<file path="config.mk">
export PLATFORM = sky130hd
export DESIGN_NAME = uart_fb_select
export DESIGN_NICKNAME = d
export VERILOG_FILES = /design/src/rtl/uart_fb_select.sv
export SDC_FILE = /design/constraint.sdc
export NUM_CORES = 1
export LEC_CHECK = 0
export CORE_ASPECT_RATIO = 1.4
export CORE_MARGIN = 2
export CORE_UTILIZATION = 43
export CTS_BUF_LIST = sky130_fd_sc_hd__clkbuf_2 sky130_fd_sc_hd__clkbuf_4 sky130_fd_sc_hd__clkbuf_8
export CTS_CLUSTER_DIAMETER = 120
export DETAILED_ROUTE_END_ITERATION = 12
export PLACE_DENSITY_LB_ADDON = 0.25
export SKIP_LAST_GASP = 1
export SLEW_MARGIN = 20
export SYNTH_ARGS = -nofsm -noshare
export SYNTH_HDL_FRONTEND = slang
export SYNTH_SLANG_ARGS = --single-unit
</file>
<file path="constraint.sdc">
create_clock -name CLK -period 3.15 [get_ports CLK]
set_input_delay 0.945 -clock CLK [delete_from_list [all_inputs] [get_ports CLK]]
set_output_delay 0.945 -clock CLK [all_outputs]
set_load 0.01 [all_outputs]
</file>
<file path="src/rtl/uart_fb_select.sv">
// uart_fb_select
//   Decodes single-byte UART commands into a framebuffer base address for
//   the VGA scan-out. Images sit at a fixed stride. Commands select an image
//   directly, by next/prev, or load a raw 24-bit address ('B' + 3 bytes).
//   Every command that produces a reply queues one byte on the TX handshake.
//
// Ports
//   CLK, rst            clock, synchronous active-high reset
//   rx_data/rx_valid    received byte and its one-cycle strobe
//   base_addr           framebuffer base address to vga_basic
//   img_idx             current image index
//   custom_mode         1 when base_addr came from a raw 'B' load
//   tx_data/tx_valid    response byte and pending flag
//   tx_ready            uart_core accepts tx_data when tx_valid && tx_ready
//   busy                1 while a 'B' sequence is in progress
//   overrun             one-cycle pulse when a pending response is replaced
module uart_fb_select #(
  parameter int ADDR_W      = 17,
  parameter int NUM_IMG     = 4,
  parameter int IMG_STRIDE  = 49152,
  parameter int TIMEOUT_CYC = 1000000,
  localparam int IDX_W      = (NUM_IMG > 1) ? $clog2(NUM_IMG) : 1
) (
  input  logic              CLK,
  input  logic              rst,
  input  logic [7:0]        rx_data,
  input  logic              rx_valid,
  output logic [ADDR_W-1:0] base_addr,
  output logic [IDX_W-1:0]  img_idx,
  output logic              custom_mode,
  output logic [7:0]        tx_data,
  output logic              tx_valid,
  input  logic              tx_ready,
  output logic              busy,
  output logic              overrun
);

  localparam int TMO_W = $clog2(TIMEOUT_CYC + 1);
  localparam logic [IDX_W-1:0] IDX_MAX = IDX_W'(NUM_IMG - 1);
  localparam logic [TMO_W-1:0] TMO_LAST = TMO_W'(TIMEOUT_CYC - 1);
  localparam logic [7:0] ACK = 8'h4B;
  localparam logic [7:0] NAK = 8'h21;

  typedef enum logic [1:0] {
    ST_IDLE = 2'd0,
    ST_ADR2 = 2'd1,
    ST_ADR1 = 2'd2,
    ST_ADR0 = 2'd3
  } state_t;

  state_t             state_r, state_nxt;
  logic [7:0]         hi_r, hi_nxt;
  logic [7:0]         mid_r, mid_nxt;
  logic [TMO_W-1:0]   tmo_r, tmo_nxt;
  logic [IDX_W-1:0]   idx_nxt;
  logic [ADDR_W-1:0]  base_nxt;
  logic               custom_nxt;
  logic               resp_s;
  logic [7:0]         resp_byte_s;
  logic               tmo_hit_s;
  logic               is_b_s;
  logic [7:0]         digit_s;

  // Indexed-mode address; the product is wide enough that truncation gives the modulo.
  function automatic logic [ADDR_W-1:0] idx_base(input logic [IDX_W-1:0] idx);
    return ADDR_W'(64'(idx) * 64'(IMG_STRIDE));
  endfunction

  assign is_b_s    = (rx_data == 8'h42) || (rx_data == 8'h62);
  assign digit_s   = rx_data - 8'h30;
  // Timeout fires on the idle cycle that would push the counter past its last value.
  assign tmo_hit_s = (state_r != ST_IDLE) && !rx_valid && (tmo_r == TMO_LAST);

  // State register.
  always_ff @(posedge CLK) begin
    if (rst) begin
      state_r <= ST_IDLE;
    end else begin
      state_r <= state_nxt;
    end
  end

  // Next-state logic: each address state consumes one byte or times out.
  always_comb begin
    state_nxt = state_r;
    case (state_r)
      ST_IDLE: begin
        if (rx_valid && is_b_s) state_nxt = ST_ADR2;
        else                    state_nxt = ST_IDLE;
      end
      ST_ADR2: begin
        if (rx_valid)       state_nxt = ST_ADR1;
        else if (tmo_hit_s) state_nxt = ST_IDLE;
        else                state_nxt = ST_ADR2;
      end
      ST_ADR1: begin
        if (rx_valid)       state_nxt = ST_ADR0;
        else if (tmo_hit_s) state_nxt = ST_IDLE;
        else                state_nxt = ST_ADR1;
      end
      ST_ADR0: begin
        if (rx_valid || tmo_hit_s) state_nxt = ST_IDLE;
        else                       state_nxt = ST_ADR0;
      end
      default: state_nxt = ST_IDLE;
    endcase
  end

  // Output/datapath logic: command decode, address assembly, timeout, response.
  always_comb begin
    idx_nxt     = img_idx;
    base_nxt    = base_addr;
    custom_nxt  = custom_mode;
    hi_nxt      = hi_r;
    mid_nxt     = mid_r;
    tmo_nxt     = tmo_r;
    resp_s      = 1'b0;
    resp_byte_s = 8'h00;
    case (state_r)
      ST_IDLE: begin
        tmo_nxt = {TMO_W{1'b0}};
        if (rx_valid) begin
          case (rx_data)
            8'h41, 8'h61: begin
              idx_nxt = {IDX_W{1'b0}};
              base_nxt = idx_base({IDX_W{1'b0}});
              custom_nxt = 1'b0;
              resp_s = 1'b1; resp_byte_s = ACK;
            end
            8'h46, 8'h66: begin
              resp_s = 1'b1;
              if (NUM_IMG >= 2) begin
                idx_nxt = IDX_W'(1);
                base_nxt = idx_base(IDX_W'(1));
                custom_nxt = 1'b0;
                resp_byte_s = ACK;
              end else begin
                resp_byte_s = NAK;
              end
            end
            8'h4E, 8'h6E: begin
              idx_nxt = (img_idx == IDX_MAX) ? {IDX_W{1'b0}} : img_idx + IDX_W'(1);
              base_nxt = idx_base(idx_nxt);
              custom_nxt = 1'b0;
              resp_s = 1'b1; resp_byte_s = ACK;
            end
            8'h50, 8'h70: begin
              idx_nxt = (img_idx == {IDX_W{1'b0}}) ? IDX_MAX : img_idx - IDX_W'(1);
              base_nxt = idx_base(idx_nxt);
              custom_nxt = 1'b0;
              resp_s = 1'b1; resp_byte_s = ACK;
            end
            8'h3F: begin
              resp_s = 1'b1;
              resp_byte_s = 8'h30 + 8'(img_idx);
            end
            // 'B' only moves the FSM; CR, LF and space are silently dropped.
            8'h42, 8'h62, 8'h0D, 8'h0A, 8'h20: begin
              resp_s = 1'b0;
            end
            default: begin
              resp_s = 1'b1;
              if ((rx_data >= 8'h30) && (rx_data <= 8'h39) &&
                  ({24'd0, digit_s} < 32'(NUM_IMG))) begin
                idx_nxt = IDX_W'(digit_s);
                base_nxt = idx_base(IDX_W'(digit_s));
                custom_nxt = 1'b0;
                resp_byte_s = ACK;
              end else begin
                resp_byte_s = NAK;
              end
            end
          endcase
        end else begin
          resp_s = 1'b0;
        end
      end
      ST_ADR2, ST_ADR1, ST_ADR0: begin
        if (rx_valid) begin
          tmo_nxt = {TMO_W{1'b0}};
          if (state_r == ST_ADR2) begin
            hi_nxt = rx_data;
          end else if (state_r == ST_ADR1) begin
            mid_nxt = rx_data;
          end else begin
            base_nxt = ADDR_W'({hi_r, mid_r, rx_data});
            custom_nxt = 1'b1;
            resp_s = 1'b1; resp_byte_s = ACK;
          end
        end else if (tmo_hit_s) begin
          tmo_nxt = {TMO_W{1'b0}};
          resp_s = 1'b1; resp_byte_s = NAK;
        end else begin
          tmo_nxt = tmo_r + TMO_W'(1);
        end
      end
      default: begin
        tmo_nxt = {TMO_W{1'b0}};
      end
    endcase
  end

  // Registered outputs and datapath; a new response wins over a same-edge tx_ready clear.
  always_ff @(posedge CLK) begin
    if (rst) begin
      base_addr   <= {ADDR_W{1'b0}};
      img_idx     <= {IDX_W{1'b0}};
      custom_mode <= 1'b0;
      tx_data     <= 8'h00;
      tx_valid    <= 1'b0;
      busy        <= 1'b0;
      overrun     <= 1'b0;
      hi_r        <= 8'h00;
      mid_r       <= 8'h00;
      tmo_r       <= {TMO_W{1'b0}};
    end else begin
      base_addr   <= base_nxt;
      img_idx     <= idx_nxt;
      custom_mode <= custom_nxt;
      busy        <= (state_nxt != ST_IDLE);
      hi_r        <= hi_nxt;
      mid_r       <= mid_nxt;
      tmo_r       <= tmo_nxt;
      if (resp_s) begin
        tx_valid <= 1'b1;
        tx_data  <= resp_byte_s;
        overrun  <= tx_valid && !tx_ready;
      end else begin
        overrun <= 1'b0;
        if (tx_ready) tx_valid <= 1'b0;
      end
    end
  end

endmodule

</file>
Word-level counts from Yosys, hierarchy flattened
Cells that the tools add are included.
Widths: inputs -> output; s select.

word-level totals
  input bits = 12
  output and inout port bits = 31
  memory bits (writable) = 0
  register bits after elaboration = 62
  memory bits (read-only) = 0
  bits in latches = 0
  memories kept = 0
  word-level logic and storage cells = 126

operators by class
  bitwise gates (word level) = 3
  $mul = 3
  equal/unequal tests = 26
  $add $sub $neg = 5
  muxes and demuxes = 45
  $lt $le $gt $ge = 3
  shift operators = 0
  reductions and logical operators = 30
  divide/modulo/power cells = 0

operator list
  kind                   count
  $mux 17                5
  $pmux 17 s5            1
  $eq 8x7->1 const B     10
  $mux 20                2
  $pmux 20 s2            1
  $pmux 17 s2            1
  $mux 7                 4
  $pmux 7 s3             1
  $add 20x1->20 const B  1
  $eq 20x20->1 const B   1
  $eq 8x4->1 const B     2
  $eq 8x6->1 const B     2
  $pmux 8 s2             1
  $mux 1                 15
  $mux 2                 7
  $reduce_and 6->1       2
  $ne 2x2->1 const B     5
  $pmux 2 s5             1
  $reduce_or 2->1        5
  $mul 2x2->3 const B    3
  $ge 8x6->1 const B     1
  $le 8x6->1 const B     1
  $lt 8x3->1 const B     1
  $mux 8                 1
  other kinds (24)       41

Longest topological paths before layout
  depth in word-level cells = 8
  depth in mapped cells = 9
  gate-level depth less buffers = 7

Worst setup path before layout
Ideal clock, no wire load.

  path type = input-to-reg
  start point = in rx_data[7]
  end point = reg base_addr[4]
  arrival = 2.616 ns
  slack = 0.417 ns
  buffers on the path = 3
  library setup time = 0.117 ns
  cell stages on the path = 8
  required time = 3.033 ns
  path through = or3_1 buf_2 a31o_4 a211o_1 a21o_1 buf_6 buf_6 a32o_1

on the way
  cells in the longest elaborated chain, start to end = 5
  elaborated cells on any way between the ends = 31
  those cells by class = 1 x add/sub; 3 x order compare; 16 x eq/ne; 3 x mux; 8 x reduce/logical

ends and longest elaborated chain
  what                                                              line      source
  from (decl)                                                       26        input logic [7:0] rx_data,
  $sub 8x6->8 (tied with other cells)                               70        assign digit_s = rx_data - 8'h30;
  $lt 8x3->1 (tied with other cells)                                164       ({24'd0, digit_s} < 32'(NUM_IMG))) begin
  $logic_and 1x1->1 / $pmux 17 s5 (equally long branches)           163, 123
  $ne 6x2->1 (no line) / $mux 17 (equally long branches)            -
  $reduce_and 6->1 (no line) / $pmux 17 s2 (equally long branches)  -
  to (signal assigned)                                              206       base_addr <= {ADDR_W{1'b0}};
  to (signal assigned)                                              217       base_addr <= base_nxt;
  to (decl)                                                         28        output logic [ADDR_W-1:0] base_addr,

Parallel ways exist; a longest one is shown, timed or not. The select of a mux whose other input is x is not followed.
A chain may end at the register's enable or synchronous reset.

Worst setup path in the final report
  start point = in rx_data[1]
  end point = reg base_addr[12]

Same word-level chain as after synthesis.

==> impl_metrics.py <==
metrics = {
    "status": {
        "outcome": "complete, no violations",
    },
    "place": {
        "globalplace.congestion": 0.849,
        "dpl_cell_area_um2": 3460,
        "hpwl_mm": 4.97,
        "io_buffers": 40,
        "dpl.cell_count": 432,
    },
    "timing": {
        "worst_slew_pin_slew_ps": 791,
        "finalHoldViolCount": 0,
        "finalClockSkew_ps": 10.6,
        "min_period_ps": 2800,
        "report.final.slew_viol_count": 0,
        "max_freq_ghz": 0.357,
        "finalSetupTns_ps": 0,
        "maxSlewHeadroom_pct": 46.8,
        "rsz0062_at_grt": "no",
        "fin_crit_sh_pct": 88.9,
        "setup_viol": 0,
    },
    "cells_and_area": {
        "multiInputGateArea_um2": 1530,
        "syn_to_final_growth_pct": 28.5,
        "fin_util_pct": 56.2,
        "final_cells": 448,
        "stdcell_area_um2": 3670,
        "layout_commonest_cell": "dfxtp_1",
        "layout_common_cells": "dfxtp_1 (59), nor2_1 (42), clkdlybuf4s50_1 (40)",
        "drive_gt1_share_pct": 13.6,
        "fillers": 603,
        "regArea_um2": 1180,
        "finalNetCount": 395,
        "insertedDiodeCount": 0,
    },
    "critical_path": {
        "crit_fanout": 17,
        "crit_path_end_kind": "register",
        "critical_path_class": "primary input to register",
        "critPathSlowestCell": "clkdlybuf4s50_1",
        "cp_cell_sequence": "clkdlybuf4s50_1 > inv_1 > ha_1 > nand3b_1 > a31o_4 > a211o_1 > a21o_1 > buf_12 > a32o_1",
        "worstPathArrival_ps": 3040,
        "cp-start-kind": "primary input",
        "cp_data_required_time_ps": 3390,
        "cp_slowest_stage_delay_ps": 470,
    },
    "pwr": {
        "ir_drop_v": 0.000274,
        "powerDensity_nw_per_um2": 432,
        "cellLeakagePower_nw": 1.41,
        "p_total_w": 0.00159,
    },
    "cts": {
        "cts_buffers": 9,
        "cts_setup_buffers": 0,
        "ctsResizeCount": 0,
        "clk_pin_slew_ps": 80,
        "tritoncts": "built",
        "cts_hold_buf": 0,
        "cts_max_level": 3,
        "cts-root-buf": "clkbuf_8",
        "clk_latency_ps": 350,
        "cts_max_path_buffers": 2,
        "cts_sinks": 59,
    },
    "drt": {
        "routed_wl_mm": 6.72,
        "wl_met2_mm": 3.37,
        "drt_iter0_markers": 91,
        "met1Wirelength_mm": 2.79,
        "final_antenna_net_count": 0,
        "avgRoutedWirePerCell_um": 15.0,
        "met3WireLength_um": 260,
        "drc": 0,
        "top_layer": "met4",
        "via_per_inst": 5.49,
        "vias": 2460,
        "dr.pass1.iters": 5,
    },
    "synthesis": {
        "synth_cells": 310,
        "yosys_register_bits": 59,
        "ys.flop_type": "dfxtp_1",
        "ys_seq_area_share_pct": 41.4,
        "syn_area_um2": 2860,
        "synth-edff-count": 0,
        "yosysWarningCount": 0,
        "synth_cell_types": 56,
        "synth_area_per_cell_um2": 9.21,
        "async_flop_share_pct": 0,
    },
    "grt": {
        "grt-ovfl-total": 0,
        "antenna_found_initial": 0,
        "grt_pass1_wl_mm": 11.1,
        "grt_max_degree": 21,
        "grt_pass1_vias": 2340,
        "grt_usage_pct": 19.8,
    },
    "floorplanning": {
        "initial_core_util_pct": 43.8,
        "die_w_um": 72.9,
        "io_pins": 43,
        "core_area_um2": 6530,
        "die_h_um": 100,
        "core.rowCount": 35,
        "die_area_um2": 7320,
    },
    "flow_run": {
        "timing.max_cap.violations": 0,
    },
    "worst_hold_path": {
        "worst_hold_path_type": "register to register",
    },
}
## through the flow
step	hold WS [ps]	setup WS (ps)
floorplan	437	417
global placement	447	29.4
detailed placement	453	-16.1
CTS	471	362
global route	487	180
finish	467	351
## worst paths after layout
kind                                      to                       start  cells after the start  slack [ps]
setup / recovery  base_addr[12]$_SDFFE_PP0P_                  rx_data[1]                      9         350
hold / removal    base_addr[14]$_SDFFE_PP0P_  base_addr[14]$_SDFFE_PP0P_                      2         470
setup reg to reg     tx_data[0]$_SDFFE_PP0P_       state_r[0]$_SDFF_PP0_                      6        1020
hold reg to reg   base_addr[14]$_SDFFE_PP0P_  base_addr[14]$_SDFFE_PP0P_                      2         470
## flip-flops by register name (all words and copies together), names as in the netlist
name,cells
tmo_r,20
base_addr,17
mid_r,8
tx_data,5
img_idx,2
state_r,2
busy,1
custom_mode,1
hi_r,1
overrun,1
tx_valid,1
## cell type report
cell class,count,area share (%)
clock buffers,9,3.38
clock inverters,7,2.25
inverters,12,1.23
multi-input cells,220,41.7
flip-flops and latches,59,32.2
well taps,74,2.52
repair buffers,67,16.8
## cells in the mapped netlist, types with 3 or more instances
master / n / area share, %
dfxtp_1: 59 / 41
nor2_1: 42 / 5.5
nand2_1: 15 / 2.0
nand3_1: 15 / 2.6
a32o_1: 14 / 4.9
ha_1: 14 / 6.1
clkbuf_1: 13 / 1.7
inv_1: 12 / 1.6
xor2_1: 11 / 3.4
mux2i_1: 10 / 3.5
a21oi_1: 9 / 1.6
nor3_1: 8 / 1.4
and3_1: 7 / 1.5
xnor2_1: 7 / 2.1
nand3b_1: 5 / 1.3
nand4_1: 5 / 1.1
nor4b_1: 4 / 1.2
a211o_1: 3 / 0.92
a211oi_1: 3 / 0.79
and4_1: 3 / 0.92
buf_4: 3 / 0.79
nand2b_1: 3 / 0.66
nor2b_1: 3 / 0.66
## report_power, final
part	leakage, nW	internal (W)	switching [W]	total [W]
clock	0.0988	0.000378	0.000343	0.000721
sequential	0.476	0.000751	0.00000389	0.000754
combinational	0.831	0.0000563	0.0000551	0.000111
## cell families (layout without fill, tap and decap cells)
family / after synthesis / after routing / share of synthesized area (%)
buf+inv: 32 / 95 / 5.21
compound gates: 52 / 52 / 15.6
fa+ha+maj: 14 / 14 / 6.14
other cells: 1 / 2 / 0.131
simple gates: 123 / 123 / 22.2
mux: 11 / 11 / 3.90
xor+xnor: 18 / 18 / 5.52
flops: 59 / 59 / 41.4
## critical path, delay by kind of cell
family / cells / cell delay (ps)
AOI/OAI and AO/OA: 4 / 1020
adders and majority gates: 1 / 210
and+or+nand+nor: 1 / 120
buffers and inverters: 3 / 750
## per-layer routing
layer,vias up,track usage [%]
met5,-,0
met4,0,13.2
met3,22,4.32
met2,63,33.7
met1,1137,21.5
li1,1238,-
Power figures use the tool's default switching activity.
